File: config.mk
export PLATFORM = sky130hd
export DESIGN_NAME = blink_tick_gen
export DESIGN_NICKNAME = d
export VERILOG_FILES = /design/src/rtl/blink_tick_gen.sv
export SDC_FILE = /design/constraint.sdc
export NUM_CORES = 1
export LEC_CHECK = 0
export BUFFER_PORTS_ARGS = -buffer_cell sky130_fd_sc_hd__buf_4
export CORE_ASPECT_RATIO = 1.2
export CORE_MARGIN = 4
export CORE_UTILIZATION = 55
export CTS_CLUSTER_DIAMETER = 200
export DETAILED_ROUTE_END_ITERATION = 16
export PLACE_DENSITY = 0.74
export SYNTH_ARGS = -nofsm -noshare
export SYNTH_HDL_FRONTEND = slang
export SYNTH_SLANG_ARGS = --single-unit
File: constraint.sdc
create_clock -name clk -period 6.7 [get_ports clk]
set_clock_uncertainty 0.1 [all_clocks]
set_input_delay 0 -clock clk [delete_from_list [all_inputs] [get_ports clk]]
set_output_delay 0 -clock clk [all_outputs]
set_load 0.1 [all_outputs]
File: src/rtl/blink_tick_gen.sv
// Periodic enable-pulse generator for the 4-LED rotator.
// Four button-stepped speeds (period = CLK_HZ >> speed) and a run/pause switch.
module blink_tick_gen #(
    parameter int unsigned CLK_HZ          = 12000000,
    parameter int unsigned DEBOUNCE_CYCLES = 120000,
    parameter int unsigned PULSE_CYCLES    = 4
) (
    input  logic       clk,
    input  logic       reset,
    input  logic       btn,
    input  logic       run,
    output logic       enable,
    output logic [1:0] speed,
    output logic       running
);

    localparam int unsigned CNT_W = $clog2(CLK_HZ);
    localparam int unsigned DB_W  = (DEBOUNCE_CYCLES > 1) ? $clog2(DEBOUNCE_CYCLES) : 1;
    localparam int unsigned PLS_W = $clog2(PULSE_CYCLES + 1);

    typedef enum logic [0:0] {
        PAUSED = 1'b0,
        COUNT  = 1'b1
    } state_e;

    state_e             state_q, state_d;
    logic               btn_meta_q, btn_meta_d;
    logic               btn_s_q, btn_s_d;
    logic               run_meta_q, run_meta_d;
    logic               run_s_q, run_s_d;
    logic [DB_W-1:0]    db_cnt_q, db_cnt_d;
    logic               btn_db_q, btn_db_d;
    logic               step_q, step_d;
    logic [1:0]         speed_q, speed_d;
    logic [CNT_W-1:0]   cnt_q, cnt_d;
    logic [PLS_W-1:0]   pls_q, pls_d;
    logic               enable_q, enable_d;
    logic               running_q, running_d;
    logic [CNT_W-1:0]   period_m1_c;
    logic               pls_start_c;

    // Two-flop synchronizers for the asynchronous button and switch.
    always_comb begin
        btn_meta_d = btn;
        btn_s_d    = btn_meta_q;
        run_meta_d = run;
        run_s_d    = run_meta_q;
    end

    // Debounce: accept a new button level after DEBOUNCE_CYCLES stable cycles; step on press only.
    always_comb begin
        db_cnt_d = '0;
        btn_db_d = btn_db_q;
        step_d   = 1'b0;
        if (btn_s_q != btn_db_q) begin
            if (db_cnt_q == DB_W'(DEBOUNCE_CYCLES - 32'd1)) begin
                btn_db_d = btn_s_q;
                step_d   = btn_s_q;
            end else begin
                db_cnt_d = db_cnt_q + DB_W'(1);
            end
        end
    end

    // Terminal count for the current speed; always fits in CNT_W bits.
    always_comb begin
        period_m1_c = CNT_W'((CLK_HZ >> speed_q) - 32'd1);
    end

    // Run/pause FSM, period counter and speed stepping; a speed step beats a pulse start.
    always_comb begin
        state_d     = state_q;
        cnt_d       = cnt_q;
        speed_d     = speed_q;
        pls_start_c = 1'b0;
        if (step_q) begin
            speed_d = speed_q + 2'd1;
        end
        case (state_q)
            PAUSED: begin
                cnt_d = '0;
                if (run_s_q) begin
                    state_d = COUNT;
                end
            end
            COUNT: begin
                if (step_q) begin
                    cnt_d = '0;
                end else if (cnt_q == period_m1_c) begin
                    cnt_d       = '0;
                    pls_start_c = 1'b1;
                end else begin
                    cnt_d = cnt_q + CNT_W'(1);
                end
                if (!run_s_q) begin
                    state_d = PAUSED;
                    cnt_d   = '0;
                end
            end
            default: begin
                state_d = PAUSED;
                cnt_d   = '0;
            end
        endcase
    end

    // Pulse width counter; a started pulse always runs to full width.
    always_comb begin
        pls_d = '0;
        if (pls_start_c) begin
            pls_d = PLS_W'(PULSE_CYCLES);
        end else if (pls_q != '0) begin
            pls_d = pls_q - PLS_W'(1);
        end
        enable_d  = (pls_d != '0);
        running_d = (state_d == COUNT);
    end

    // State and output registers.
    always_ff @(posedge clk or posedge reset) begin
        if (reset) begin
            state_q    <= PAUSED;
            btn_meta_q <= 1'b0;
            btn_s_q    <= 1'b0;
            run_meta_q <= 1'b0;
            run_s_q    <= 1'b0;
            db_cnt_q   <= '0;
            btn_db_q   <= 1'b0;
            step_q     <= 1'b0;
            speed_q    <= '0;
            cnt_q      <= '0;
            pls_q      <= '0;
            enable_q   <= 1'b0;
            running_q  <= 1'b0;
        end else begin
            state_q    <= state_d;
            btn_meta_q <= btn_meta_d;
            btn_s_q    <= btn_s_d;
            run_meta_q <= run_meta_d;
            run_s_q    <= run_s_d;
            db_cnt_q   <= db_cnt_d;
            btn_db_q   <= btn_db_d;
            step_q     <= step_d;
            speed_q    <= speed_d;
            cnt_q      <= cnt_d;
            pls_q      <= pls_d;
            enable_q   <= enable_d;
            running_q  <= running_d;
        end
    end

    assign enable  = enable_q;
    assign speed   = speed_q;
    assign running = running_q;

endmodule
Word level (Yosys, flattened, before mapping)
Cells that the tools add are included.
{ "word_totals": {"register_bits": 54, "inputBits": 4, "out_inout_bits": 4, "elab_cells": 39} }
{ "op_classes": {"addsub": 5, "n_eq_ne": 3, "shifts": 1, "muxes": 14, "bitwise_logic": 1, "reduce_logical": 3} }
{ "ops": {"columns": ["operator", "n"], "rows": [
  ["$mux 24", 3],
  ["$pmux 24 s2", 1],
  ["$mux 17", 2],
  ["$add 24x1->24 const B", 1],
  ["$eq 24x24->1", 1],
  ["$shr 24x2->24 const A", 1],
  ["$sub 24x1->24 const B", 1],
  ["$add 17x1->17 const B", 1],
  ["$eq 17x17->1 const B", 1],
  ["$mux 1", 6],
  ["$mux 3", 2],
  ["$reduce_bool 3->1", 2],
  ["$sub 3x1->3 const B", 1],
  ["$add 2x1->2 const B", 1],
  ["$reduce_and 2->1", 1],
  ["$ne 1x1->1", 1],
  ["$not 1->1", 1]
]} }

Longest topological paths before layout
Gate-level depths: netlist of the first run.
{ "logic_depth": {"depth_word": 8, "mapped_depth": 8, "depth_no_buf": 7} }

Least setup slack after synthesis of the first run
OpenSTA, ideal clock, no wires.
{ "synth_path": {"path_kind": "register -> register", "start": "register speed_q[0] (netlist: speed[0])", "end": "register cnt_q[16]", "setup_time_ns": 0.119, "arrival_time_ns": 2.874, "required_time_ns": 6.481, "path_slack_ns": 3.608, "path_stages_with_launch": 9, "path_buffers": 1, "period_less_slack_ns": 3.092, "path_cell_list": "dfrtp_1 -> inv_1 -> ha_1 -> xor2_1 -> xnor2_1 -> or4_4 -> o31ai_4 -> buf_6 -> nor2_1"} }
{ "synth_between": {"elab_chain_cells": 7} }
{ "synth_lines": {"columns": ["item", "line", "rtl"], "rows": [
  ["from (decl)", "34", "logic [1:0] speed_q, speed_d;"],
  ["from (signal assigned)", "144", "speed_q <= speed_d;"],
  ["$shr 24x2->24", "67", "period_m1_c = CNT_W'((CLK_HZ >> speed_q) - 32'd1);"],
  ["$sub 24x1->24", "67", null],
  ["$eq 24x24->1", "89", "end else if (cnt_q == period_m1_c) begin"],
  ["$mux 24", "89", null],
  ["$mux 24", "87", "if (step_q) begin"],
  ["$mux 24", "95", "if (!run_s_q) begin"],
  ["$pmux 24 s2", "79", "case (state_q)"],
  ["via cnt_d[16]", "35", "logic [CNT_W-1:0] cnt_q, cnt_d;"],
  ["to (signal assigned)", "145", "cnt_q <= cnt_d;"],
  ["to (decl)", "35", null]
]} }
The timed path passes the listed nets, and every way through them passes these cells.
A chain may end at the register's enable or synchronous reset.

Final worst setup path of the first run
{ "layout_path": {"start": "register speed_q[0] (netlist: speed[0])", "end": "register cnt_q[3]"} }
Same word-level chain as after synthesis.

==> results.yml, run 1 <==
routing:
  avgViaCountPerCell: 5.452
  drc: 0
  via_count: 1892
  ant_nets: 0
  drtIter0Drc: 81
  drt_pass1_iterations: 4
  wl_um: 4782
  wire_per_inst_um: 13.78
worst_setup_path:
  cp-end-kind: "register"
  cp.required_ns: 6.76
  setup.worst_path.class: "reg -> reg"
  critPathMaxFanout: 22
  rr_worst_depth: 7
  crit_arrival_ns: 3.05
  crit_path_start_kind: "register"
placement:
  place_inst: 336
  hpwl_um: 3420
  routabilityCongestion: 0.8286
  io_buffers: 7
die:
  core-area_um2: 4940
  dieArea_um2: 6287
  die_y_um: 86.06
  rows: 28
  fp.dieW_um: 73.05
  initial_core_util_pct: 56.53
  io_pins: 8
yosys:
  ys_ff_latch: 54
  synth.area.mux_share_pct: 0.8065
  ys.flop_type: "dfrtp_1"
  synth_compound_area_share_pct: 3.987
  synth_edf_count: 0
  yosys.area_share.simple_pct: 22.89
  synth-adder-area-share_pct: 5.376
  synth_area_um2: 2793
  yosysWarnings: 0
  syn_inst: 275
  yosys-top-cells-count: "dfrtp_1 (54), nor2_1 (48), xor2_1 (31), nand2_1 (20), xnor2_1 (18)"
  synth_top_family_by_area: "simple AND/OR/NAND/NOR gates"
  async_flop_share_pct: 100.0
  synth_area_leaders: "dfrtp_1 (48%), xor2_1 (9.7%), nor2_1 (6.5%), xnor2_1 (5.6%), ha_1 (5.4%)"
  synth_most_common_cell: "dfrtp_1"
  synth-xor-area-share_pct: 15.37
  syn-num-nets: 291
  synth_top_cell_by_area: "dfrtp_1"
  synth_top_area_share_pct: 48.39
  avgSynthCellArea_um2: 10.16
  synth.distinct_cells: 41
  yosysSeqAreaShare_pct: 48.39
cts:
  clock-sinks: 54
  cts_setup_buffers: 0
  cts_buffers: 5
  clock_path_buffers: 2
  cts-root-buf: "clkbuf_8"
  clkTransAtPathRegs_ns: 0.10
  clock_latency_ns: 0.30
  cts_tree: "built"
  htreeDepth: 2
timing:
  max_freq_ghz: 0.3336
  final_hold_viol_count: 0
  tns_ns: 0
  setup_viol_count_final: 0
  period_share_pct: 44.74
  slew_headroom_pct: 27.72
  report.final.slew_viol_count: 0
  tightest_slew_ns: 1.083
  rsz0062_at_grt: "false"
  post-route-min-period_ns: 2.998
worst_hold_path:
  holdPathStages: 2
  hold_path_class: "in -> reg"
cells_and_area:
  nFillCells: 424
  layout.cells.non_filler: 347
  drive_gt1_share_pct: 7.666
  final_nets: 302
  diodes: 0
  postLayoutCoreUtil_pct: 61.22
  syn_to_final_growth_pct: 8.289
grt:
  met1_usage_pct: 22.24
  grt_pass1_wl_um: 8556
  antenna_found_initial: 0
  grt_remaining_overflow: 0
  grt_use_met2_pct: 28.23
  grt_usage_pct: 17.14
  grt_pass1_vias: 1923
  gr-usage-met3_pct: 3.751
  grt_max_degree: 55
  top_usage_layer: "met2"
run:
  drv_cap: 0
power_and_ir_drop:
  ir_worst_vdd_mv: 0.1236
  p_leak_nw: 1.341
  p_per_area_nw_per_um2: 192.1
run_status:
  outcome: "complete, no violations"
sequential cells by signal, summed over array words and instances (netlist names):
register	cells
run_meta_q	1
running	1
cnt_q	24
enable	1
btn_s_q	1
btn_db_q	1
db_cnt_q	17
run_s_q	1
step_q	1
speed	2
btn_meta_q	1
pls_q	3
stage by stage:
step / hold slack (ns) / worst slack [ns] / power (mW) / area (um2)
floorplan: -0.06857 / 3.608 / 0.3546 / 2793
global placement: 0.008944 / 3.804 / 0.3580 / 2873
detailed placement: 0.01054 / 3.713 / 0.3589 / 2873
CTS: 0.2339 / 3.690 / 0.5871 / 3024
global route: 0.2344 / 3.556 / 0.6018 / 3024
finish: 0.2431 / 3.702 / 0.5809 / 3024
final timing paths:
check / from / to / slack, ns
worst min register to register: btn_meta_q$_DFF_PP0_ / btn_s_q$_DFF_PP0_ / 0.26
min in group asynchronous: reset / run_meta_q$_DFF_PP0_ / 0.43
max in group asynchronous: reset / cnt_q[16]$_DFF_PP0_ / 5.39
worst max-delay path: speed[0]$_DFFE_PP0P_ / cnt_q[3]$_DFF_PP0_ / 3.70
worst min-delay path: run / run_meta_q$_DFF_PP0_ / 0.24
worst max register to register: speed[0]$_DFFE_PP0P_ / cnt_q[3]$_DFF_PP0_ / 3.70
area by class of cell:
type / instances / area (um2) / area share [%]
Tap cell: 60 / 75.07 / 2.482
Multi-Input combinational cell: 204 / 1353 / 44.72
Sequential cell: 54 / 1351 / 44.68
Clock buffer: 6 / 82.58 / 2.731
Timing Repair Buffer: 10 / 82.58 / 2.731
Inverter: 11 / 41.29 / 1.365
Clock inverter: 2 / 38.79 / 1.283
kinds of logic after synthesis:
kind of cell	count (synthesis)
AOI/OAI and AO/OA	14
xor gates and xnor gates	49
adders and majority gates	12
buffers and inverters	17
DFF	54
muxes	2
and+or+nand+nor	127
power by group:
| group | internal (mW) | switching, mW | leakage, nW | total (mW) |
|---|---|---|---|---|
| Sequential | 0.329 | 0.00283 | 0.740 | 0.332 |
| Combinational | 0.00571 | 0.0155 | 0.540 | 0.0212 |
| Clock | 0.123 | 0.105 | 0.0618 | 0.228 |
cell usage in the layout (no fill, tap or decap), types with 3 or more instances in the layout:
cell,instances
ha_1,12
xnor2_1,18
clkbuf_8,6
dfrtp_1,54
nor3_1,3
nand4_1,12
nand3_1,16
nand2b_1,3
inv_1,10
nor2_1,48
buf_4,7
nand2_1,20
dlygate4sd3_1,3
or3_1,3
and3_1,3
xor2_1,31
and4_1,6
o21ai_0,3
routing by layer:
metal	up-vias	part of all wire [%]
li1	944	-
met1	922	46
met2	18	51
met3	8	1.8
met4	0	1.4
met5	-	0
what timing repair did:
action / in CTS / in global routing
gates resized for setup: 0 / 0
hold buffers: 3 / 0
hold endpoints to repair: 56 / 0
critical path, cell delays in order, from the launching register on:
cell and delay [ns]:
dfrtp_1 0.53, inv_1 0.16, ha_1 0.29, xor2_1 0.17, xnor2_1 0.14, or4_4 0.57
o31ai_4 0.75, nor2_1 0.14
Note: power is estimated with default switching activity, not from simulation.
==> run 2: changes to the inputs <==
==> constraint.sdc (replaced) <==
create_clock -name clk -period 2.8 [get_ports clk]
set_clock_uncertainty 0.1 [all_clocks]
set_input_delay 0 -clock clk [delete_from_list [all_inputs] [get_ports clk]]
set_output_delay 0 -clock clk [all_outputs]
set_load 0.1 [all_outputs]
==> run 2 against run 1 <==
Net effect: utilization decreased by 0.10 points; clock-buffer cell count decreased by 1; wire length decreased by 1.1%; register-to-register slack got worse by 3.4 ns; non-clock buffer count increased by 4; design area decreased by 0.17%; cell count increased by 0.86%; combinational power increased to 2.5 times the previous value.
==> results.yml, run 2 (synthesized netlist as in run 1, its figures left out) <==
run_status:
  outcome: "complete, no violations"
worst_setup_path:
  cp.required_ns: 2.89
  worstPathCellList: "inv_1, ha_1, xor2_1, xnor2_1, or4_4, o31ai_4, buf_4, nor2_1"
  rr_worst_depth: 8
  cp.depth: 8
  rr_startpoint: "speed[1]$_DFFE_PP0P_"
  critPathMaxFanout: 17
  crit_arrival_ns: 2.58
  path_buf_inv: 2
  crit_family: "simple AND/OR/NAND/NOR gates"
  crit_path_start_kind: "register"
  max_stage_delay_ns: 0.57
  r2r_end: "cnt_q[7]$_DFF_PP0_"
  critPathSlowestCell: "or4_4"
  endpoint: "cnt_q[7]$_DFF_PP0_"
  reg2reg_slack_ns: 0.30
  setup.worst_path.class: "reg -> reg"
  critPathLaunch: "speed[1]$_DFFE_PP0P_"
  cp-end-kind: "register"
timing:
  tightest_slew_ns: 0.7119
  rsz0062_at_grt: "false"
  slew_headroom_pct: 52.47
  setup_viol_count_final: 0
  final_hold_viol_count: 0
  post-route-min-period_ns: 2.498
  report.final.slew_viol_count: 0
  max_freq_ghz: 0.4003
  tns_ns: 0
  period_share_pct: 89.23
die:
  rows: 28
  io_pins: 8
  fp.dieW_um: 73.05
  dieArea_um2: 6287
  initial_core_util_pct: 56.53
  die_y_um: 86.06
  core-area_um2: 4940
cts:
  cts_resized: 0
  htreeDepth: 2
  clock-sinks: 54
  cts_buffers: 5
  cts-root-buf: "clkbuf_8"
  clock_path_buffers: 2
  clkTransAtPathRegs_ns: 0.09
  clock_latency_ns: 0.30
  postCtsHoldBufs: 3
  cts_tree: "built"
  cts_setup_buffers: 0
run:
  drv_cap: 0
routing:
  wl_um: 4729
  wire_per_inst_um: 13.51
  avgViaCountPerCell: 5.437
  drt_pass1_iterations: 4
  ant_nets: 0
  via_count: 1903
  drtIter0Drc: 117
  drc: 0
cells_and_area:
  syn_to_final_growth_pct: 8.109
  diodes: 0
  top_register: "cnt_q"
  nFillCells: 405
  final_nets: 306
  layout_common_cells: "dfrtp_1 (52), nor2_1 (48), xor2_1 (31)"
  layout_commonest_cell: "dfrtp_1"
  layout.cells.non_filler: 350
  drive_gt1_share_pct: 9.310
  postLayoutCoreUtil_pct: 61.12
  top_regs: "cnt_q x24, db_cnt_q x17, pls_q x3"
  largest_reg_flops: 24
grt:
  antenna_found_initial: 0
  grt_pass1_vias: 1886
  grt_usage_pct: 17.26
  grt_pass1_wl_um: 8521
  grt_remaining_overflow: 0
  grt_max_degree: 36
power_and_ir_drop:
  ir_worst_vdd_mv: 0.3776
  p_leak_nw: 1.332
  clkPwrFrac_pct: 32.8
  p_per_area_nw_per_um2: 417.5
  switchingPower_mw: 0.2857
  swShare_pct: 22.66
  seqPwrFrac_pct: 63.0
  intPower_mw: 0.9748
  combPwrFrac_pct: 4.2
placement:
  place_inst: 340
  hpwl_um: 3462
  io_buffers: 7
  routabilityCongestion: 0.8287
worst_hold_path:
  hold_path_class: "in -> reg"
run 2: cell types whose count changed in the layout (fill, tap and decap cells not counted), sizes merged:
cell,before,now
buf,7,11
clkinvlp,0,2
bufinv,1,0
clkbuf,6,5
inv,12,11
run 2: how the worst min path moves through the flow:
stage / from / slack (ns) / cells after the start / to
after global routing: btn / 0.24 / 2 / btn_meta_q$_DFF_PP0_
final: btn / 0.24 / 2 / btn_meta_q$_DFF_PP0_
after CTS: btn / 0.23 / 2 / btn_meta_q$_DFF_PP0_
after floorplan: btn / -0.07 / 0 / btn_meta_q$_DFF_PP0_
after detailed placement: btn / 0.01 / 1 / btn_meta_q$_DFF_PP0_
after global placement: btn / 0.009 / 1 / btn_meta_q$_DFF_PP0_
run 2: worst register-to-register path, cell delays in order, from the launching register on:
cell and delay, ns:
dfrtp_2 0.49, inv_1 0.16, ha_1 0.26, xor2_1 0.20, xnor2_1 0.08, or4_4 0.57
o31ai_4 0.20, buf_4 0.26, nor2_1 0.08
run 2: final cells by class:
| type | count | area, um2 | area share [%] |
|---|---|---|---|
| sequential | 54 | 1354 | 44.84 |
| timing repair buffer | 14 | 112.6 | 3.730 |
| multi-input combinational | 204 | 1353 | 44.80 |
| clock inverter | 2 | 15.01 | 0.4973 |
| tap | 60 | 75.07 | 2.487 |
| inverter | 11 | 41.29 | 1.368 |
| clock buffer | 5 | 68.82 | 2.279 |
run 2: per-layer routing:
| layer | global-route usage [%] | share of wire, % |
|---|---|---|
| met4 | 7.718 | 2.6 |
| met5 | 0 | 0 |
| met1 | 22.24 | 45 |
| met2 | 27.75 | 49 |
| met3 | 3.517 | 2.9 |
run 2: power groups by stage:
stage	Clock (mW)	Combinational, mW	Sequential [mW]
2_1_floorplan	0	0.0346	0.814
3_3_place_gp	0	0.0508	0.809
3_5_place_dp	0	0.0518	0.810
4_1_cts	0.429	0.0552	0.794
5_1_grt	0.467	0.0608	0.796
6_report	0.413	0.0532	0.794
run 2: stage by stage:
stage / hold slack (ns) / setup WS, ns / total power [mW] / area [um2]
finish: 0.2439 / 0.3016 / 1.260 / 3019
detailed placement: 0.01081 / 0.3204 / 0.8617 / 2905
floorplan: -0.06857 / 0.08149 / 0.8484 / 2795
global route: 0.2383 / 0.1539 / 1.324 / 3019
CTS: 0.2344 / 0.2887 / 1.279 / 3019
global placement: 0.009396 / 0.3681 / 0.8600 / 2905
